File: config.mk
export PLATFORM = sky130hd
export DESIGN_NAME = timer_bus_arbiter
export DESIGN_NICKNAME = d
export VERILOG_FILES = /design/src/rtl/timer_bus_arbiter.sv
export SDC_FILE = /design/constraint.sdc
export NUM_CORES = 1
export LEC_CHECK = 0
export BUFFER_PORTS_ARGS = -buffer_cell sky130_fd_sc_hd__buf_4
export CORE_MARGIN = 3
export CORE_UTILIZATION = 40
export DETAILED_ROUTE_END_ITERATION = 7
export PLACE_DENSITY = 0.72
export SYNTH_ARGS = -nofsm -noshare
export SYNTH_HDL_FRONTEND = slang
export SYNTH_SLANG_ARGS = --single-unit
File: constraint.sdc
create_clock -name clk -period 1.5 [get_ports clk]
set_input_delay 0.3 -clock clk [delete_from_list [all_inputs] [get_ports clk]]
set_output_delay 0.3 -clock clk [all_outputs]
set_load 0.05 [all_outputs]
File: src/rtl/timer_bus_arbiter.sv
// timer_bus_arbiter
//   Shares the single register port of the RRIOT interval timer between two
//   requesters. m0 (CPU bus) has priority; m1 (debug/host) gets forced through
//   after MAX_WAIT consecutive lost arbitrations (MAX_WAIT = 0 gives strict m0
//   priority). Each access is a one-cycle write strobe or a two-cycle read that
//   matches the timer's registered DO, followed by a single-cycle ack.
//
// Ports
//   clk, rst_n                 clock (rising edge), async active-low reset
//   mX_req                     level request, fields stable until mX_ack
//   mX_we_n                    0 = write, 1 = read
//   mX_addr[2:0], mX_wdata[7:0] timer address and write data
//   mX_ack                     one-cycle completion pulse
//   mX_rdata[7:0]              read data, valid with mX_ack, held until next read
//   tmr_we_n, tmr_a, tmr_di    timer register port (outputs)
//   tmr_do                     timer read data, registered one cycle after tmr_a
//   busy                       high whenever the sequencer is not idle
//   grant_id                   owner of the current or last access (0 = m0)
module timer_bus_arbiter #(
  parameter int MAX_WAIT = 4
) (
  input  logic       clk,
  input  logic       rst_n,
  input  logic       m0_req,
  input  logic       m0_we_n,
  input  logic [2:0] m0_addr,
  input  logic [7:0] m0_wdata,
  output logic       m0_ack,
  output logic [7:0] m0_rdata,
  input  logic       m1_req,
  input  logic       m1_we_n,
  input  logic [2:0] m1_addr,
  input  logic [7:0] m1_wdata,
  output logic       m1_ack,
  output logic [7:0] m1_rdata,
  output logic       tmr_we_n,
  output logic [2:0] tmr_a,
  output logic [7:0] tmr_di,
  input  logic [7:0] tmr_do,
  output logic       busy,
  output logic       grant_id
);

  // A zero-width counter is not legal, so strict mode keeps one idle bit.
  localparam int WCW = (MAX_WAIT > 0) ? $clog2(MAX_WAIT + 1) : 1;
  localparam logic [WCW-1:0] WAIT_MAX = WCW'(MAX_WAIT);

  typedef enum logic [2:0] {
    IDLE,
    WR,
    RD_ADDR,
    RD_WAIT,
    ACK
  } state_t;

  state_t         state_reg, state_next;
  logic           grant_next;
  logic [WCW-1:0] wait_cnt_reg, wait_cnt_next;
  logic           tmr_we_n_next;
  logic [2:0]     tmr_a_next;
  logic [7:0]     tmr_di_next;
  logic [1:0]     ack_next;
  logic [1:0]     rdata_load;
  logic           busy_next;
  logic           winner;
  logic           sel_we_n;
  logic [2:0]     sel_addr;
  logic [7:0]     sel_wdata;

  always_comb begin
    state_next    = state_reg;
    grant_next    = grant_id;
    wait_cnt_next = wait_cnt_reg;
    tmr_we_n_next = 1'b1;
    // Address and data hold their last granted values so any read-side
    // side effect in the timer only repeats the access just performed.
    tmr_a_next    = tmr_a;
    tmr_di_next   = tmr_di;
    ack_next      = 2'b00;
    rdata_load    = 2'b00;
    winner        = m1_req && (!m0_req || ((MAX_WAIT != 0) && (wait_cnt_reg == WAIT_MAX)));
    sel_we_n      = winner ? m1_we_n  : m0_we_n;
    sel_addr      = winner ? m1_addr  : m0_addr;
    sel_wdata     = winner ? m1_wdata : m0_wdata;

    case (state_reg)
      IDLE: begin
        if (!m1_req) begin
          wait_cnt_next = '0;
        end
        if (m0_req || m1_req) begin
          grant_next  = winner;
          tmr_a_next  = sel_addr;
          tmr_di_next = sel_wdata;
          if (winner) begin
            wait_cnt_next = '0;
          end else if (m1_req && (wait_cnt_reg != WAIT_MAX)) begin
            wait_cnt_next = wait_cnt_reg + 1'b1;
          end
          if (!sel_we_n) begin
            tmr_we_n_next = 1'b0;
            state_next    = WR;
          end else begin
            state_next    = RD_ADDR;
          end
        end
      end
      WR: begin
        ack_next[grant_id] = 1'b1;
        state_next         = ACK;
      end
      // The timer registers DO on the edge that leaves this state.
      RD_ADDR: state_next = RD_WAIT;
      RD_WAIT: begin
        rdata_load[grant_id] = 1'b1;
        ack_next[grant_id]   = 1'b1;
        state_next           = ACK;
      end
      ACK:     state_next = IDLE;
      default: state_next = IDLE;
    endcase

    busy_next = (state_next != IDLE);
  end

  always_ff @(posedge clk or negedge rst_n) begin
    if (!rst_n) begin
      state_reg    <= IDLE;
      grant_id     <= 1'b0;
      wait_cnt_reg <= '0;
      tmr_we_n     <= 1'b1;
      tmr_a        <= 3'b001;  // irq-flag read: harmless while parked
      tmr_di       <= 8'h00;
      m0_ack       <= 1'b0;
      m1_ack       <= 1'b0;
      m0_rdata     <= 8'h00;
      m1_rdata     <= 8'h00;
      busy         <= 1'b0;
    end else begin
      state_reg    <= state_next;
      grant_id     <= grant_next;
      wait_cnt_reg <= wait_cnt_next;
      tmr_we_n     <= tmr_we_n_next;
      tmr_a        <= tmr_a_next;
      tmr_di       <= tmr_di_next;
      m0_ack       <= ack_next[0];
      m1_ack       <= ack_next[1];
      busy         <= busy_next;
      if (rdata_load[0]) begin
        m0_rdata <= tmr_do;
      end
      if (rdata_load[1]) begin
        m1_rdata <= tmr_do;
      end
    end
  end

endmodule

======== Word-level counts from Yosys, hierarchy flattened ========
Cells that the tools add are included.
cells by class
  order comparisons ....................... 2
  reduce and logical (&&, ||, !) cells .... 10
  eq/ne operators ......................... 5
  multiplexer cells ....................... 17
  add/sub/neg operators ................... 1
operators with widths
  cell                                                                           count
  3-bit two-way mux                                                              6
  3-bit one-hot mux with 3 select lines                                          1
  8-bit two-way mux                                                              1
  3-bit by 2-bit == test with 1-bit output (second input constant)               2
  2-bit two-way mux                                                              3
  1-bit two-way mux                                                              5
  3-bit by 1-bit adder with 3-bit output (second input constant)                 1
  3-bit by 1-bit == test with 1-bit output (second input constant)               1
  3-bit == test (second input constant)                                          1
  1-bit logical AND                                                              3
  3-bit zero test                                                                1
  3-bit inequality test (second input constant)                                  1
  3-bit nonzero test                                                             1
  1-bit logical OR                                                               2
  1-bit by 2-bit less-than comparator with 1-bit output (second input constant)  1
  2-bit AND reduction                                                            1
  2-bit OR reduction                                                             1
  1-bit demux with 1-bit select                                                  1
  1-bit >= comparator (second input constant)                                    1
  1-bit zero test                                                                1
storage, ports and cells
  register bits after elaboration ......... 38
  logic and storage cells ................. 46

======== Depth between registers and ports, before layout ========
  word-level depth ........................ 8
  gate-level depth with buffers ........... 6
  depth with buffers taken out ............ 5

======== Least setup slack after synthesis ========
No wires, ideal clock.
  path type ............................... register -> register
  start ................................... register state_reg[1]
  end ..................................... register tmr_a[0]
  buffers on the path ..................... 2
  data arrival time ....................... 1.454 ns
  library setup time ...................... 0.085 ns
  slack ................................... -0.039 ns
  data required time ...................... 1.415 ns
  cell stages (with the launch flop) ...... 6
  cell sequence ........................... dfrtp_1 or3_1 clkbuf_2 a211o_1 buf_6 o221ai_1
between the ends
  longest elaborated chain between the ends .. 2
ends and longest elaborated chain
  item                           RTL line  source
  start, declared                56        state_t state_reg, state_next;
  start signal, assigned         140       state_reg <= state_next;
  3-bit zero test                86        case (state_reg)
  2-bit AND reduction (no line)  --
  end signal, assigned           144       tmr_a <= tmr_a_next;
  end, declared                  37        output logic [2:0] tmr_a,
No other way between the ends.
A chain may end at the register's enable or synchronous reset.

======== Final worst setup path ========
  start ................................... register state_reg[0]
  end ..................................... register tmr_di[6]
between the ends
  longest elaborated chain between the ends .. 2
ends and longest elaborated chain
  item                           RTL line  source
  3-bit zero test                86
  2-bit AND reduction (no line)  --
  end signal, assigned           145       tmr_di <= tmr_di_next;
  end, declared                  38        output logic [7:0] tmr_di,
No other way between the ends.

==> results.md <==
- Yosys reg bits: 38
- CTS tree: yes
- Critical R2R Launch: state_reg[0]
- Worst endpoint required time: 1660 ps
- Crit path kind: reg -> reg
- Inst Count DP: 261
- Synth-to-layout area growth: 55.1%
- Top FF cell, synth: dfrtp_1
- Max Clock Skew: 7.89 ps
- I/O pins: 68
- Drt drc: 0
- Max-slew headroom: 0.692
- Power Density: 2540 mW/mm^2
- Largest net degree at the start of global routing: 39
- Die Y: 69.9 um
- Share of cells above drive strength 1: 0.548
- Starting Density: 0.431
- Port Buffers: 67
- Synth cell types: 29
- Nets: 265
- Post-layout minimum cycle time: 1540 ps
- Failing checks: setup timing
- DP Worst Slack: -95.1 ps
- Overall power: 6.44 mW
- DR WL/cell: 15.3 um
- Final Hold Fails: 0
- GPL Wtd Cong: 0.858
- Crit path DAT: 1700 ps
- Clock Sinks: 38
- Sequential share of the synthesized area: 0.583
- Drt pass-1 iters: 4
- Final Max Tran Viols: 0
- CTS Root Cell: clkbuf_8
- Gr usage total: 0.162
- Final cell count without fillers: 276
- Vias in the first global route: 1358
- Ant diodes: 0
- Hold Path Stages: 2
- Worst-Margin Slew: 462 ps
- Post-route setup TNS: -42.9 ps
- Total wire length: 4220 um
- Number of max-cap violations: 0
- Worst setup SP type: flop
- CP Max Fanout: 8
- Vias per std cell: 5.10
- Initial antenna violation count: 0
- Core ar.: 0.00380 mm^2
- RSZ-0062 raised after global routing: yes
- Antenna Violating Nets Remaining: 0
- CTS Buffer Depth: 2
- DR vias: 1408
- Final Setup Violations: 1
- Worst-Skew Late Latency: 290 ps
- Ys Warns: 0
- Util after Layout: 0.668
- Net count after synthesis: 180
- Hold_sp: tmr_do[1]
- FFs w/ async S/R, synth: 1.00
- Die Wd: 69.9 um
- First-pass GRT wire length: 6250 um
- DRT iter0 DRCs: 49
- Post-DP HPWL: 2910 um
- Reg-to-reg endpoint: tmr_di[6]
- Post-synth EDFFs: 0
- Post-synthesis cell count: 142
- Congestion Overflow GR: 0
- Max IR drop VDD: 1.16 mV
- Placement Rows: 22
- Top flop regs: m0_rdata: 8 flops, m1_rdata: 8 flops, tmr_di: 8 flops
- Final WS setup: -42.9 ps
- FMAX: 648 MHz
- Final Cycle Share: 1.03
- Outcome: finished with violations
- Worst Hold Class: in -> reg
- Die Area: 0.00489 mm^2
- Post-synth design cell area: 0.00164 mm^2
- CP Capture Type: flop
- H-tree depth: 2
- LEAKAGE: 1.26 nW
- Num CTS Buffers: 5
- Clock-pin slew on the worst setup and hold paths: 70 ps
- Hold endpoint: m0_rdata[1]
- Reg2reg setup slack: -40 ps
- Worst reg2reg path depth: 4
- Syn_area_per_cell: 11.5 um^2
## where the power goes
group,internal [mW],switching (mW)
Clock,0.494,0.361
Sequential,1.52,0.288
Combinational,1.42,2.35
Total,3.44,3.00
## worst max-delay path: stages, from the launching register on
cell and delay, ps:
dfrtp_2 420, or3_4 440, buf_8 160, o21ai_0 260, o221ai_2 140
## worst max path at each step
stage	start	endpoint	slack (ps)
6_report	state_reg[0]	tmr_di[6]	-40
5_1_grt	state_reg[0]	tmr_di[6]	-90
4_1_cts	wait_cnt_reg[1]	tmr_a[2]	4
3_5_place_dp	wait_cnt_reg[1]	tmr_di[4]	-100
3_3_place_gp	wait_cnt_reg[1]	tmr_di[7]	-3
2_1_floorplan	state_reg[1]	tmr_a[0]	2
## Yosys cell counts (2+ instances only)
master | number | share of area
or3_1 | 2 | 0.0076
o31ai_1 | 2 | 0.0092
nand2_1 | 5 | 0.011
o21ai_0 | 15 | 0.046
nor2b_1 | 2 | 0.0076
ha_1 | 2 | 0.015
nor2_1 | 3 | 0.0069
dfstp_2 | 2 | 0.032
nand3_1 | 2 | 0.0061
dfrtp_1 | 36 | 0.55
a211o_1 | 2 | 0.011
o221ai_1 | 11 | 0.059
inv_1 | 25 | 0.057
mux2_2 | 16 | 0.11
clkbuf_1 | 3 | 0.0069
## repair_timing
item	4_1_cts	5_1_grt
setup buffers	0	4
hold buffers	1	0
pin swaps	3	7
endpoints found under the hold margin	36	0
gates cloned	1	1
gates resized for setup	7	18
setup endpoints to repair	21	24
## layout make-up
class / instances / area, um^2
inverter: 25 / 93.8
fill: 291 / 1260
clock buffer: 5 / 68.8
tap: 48 / 60.1
sequential: 38 / 956
timing repair buffer: 83 / 663
multi-input combinational: 74 / 649
clock inverter: 3 / 45.0
## per-stage QoR
step,hold slack [ps],area (um^2)
global route,240,2540
floorplan,4.41,1640
CTS,244,2410
finish,253,2540
detailed placement,292,2260
global placement,281,2260
## layer usage
| metal | routed length [um] | track usage | up-vias |
|---|---|---|---|
| met2 | 2170 | 0.283 | 65 |
| met1 | 1710 | 0.184 | 671 |
| met4 | 49 | 0.0702 | 0 |
| li1 | - | - | 667 |
| met5 | 0 | 0 | - |
| met3 | 298 | 0.0432 | 5 |
## cell families after synthesis
kind of cell	count (synthesis)	synth area share
buffers and inverters	31	0.0773
muxes	16	0.110
DFF	38	0.583
AOI/OAI and AO/OA	36	0.153
and+or+nand+nor	19	0.0612
adders and majority gates	2	0.0153
## placed cells by master (no fill, tap or decap), types with 5 or more instances in the layout
| master | n |
|---|---|
| inv_1 | 25 |
| mux2_2 | 16 |
| o21ai_1 | 6 |
| o21ai_0 | 9 |
| buf_4 | 79 |
| dfrtp_1 | 34 |
| o221ai_1 | 5 |
| nand2_1 | 5 |
| o221ai_2 | 6 |
| clkbuf_8 | 5 |
(Power assumes the default switching activity.)
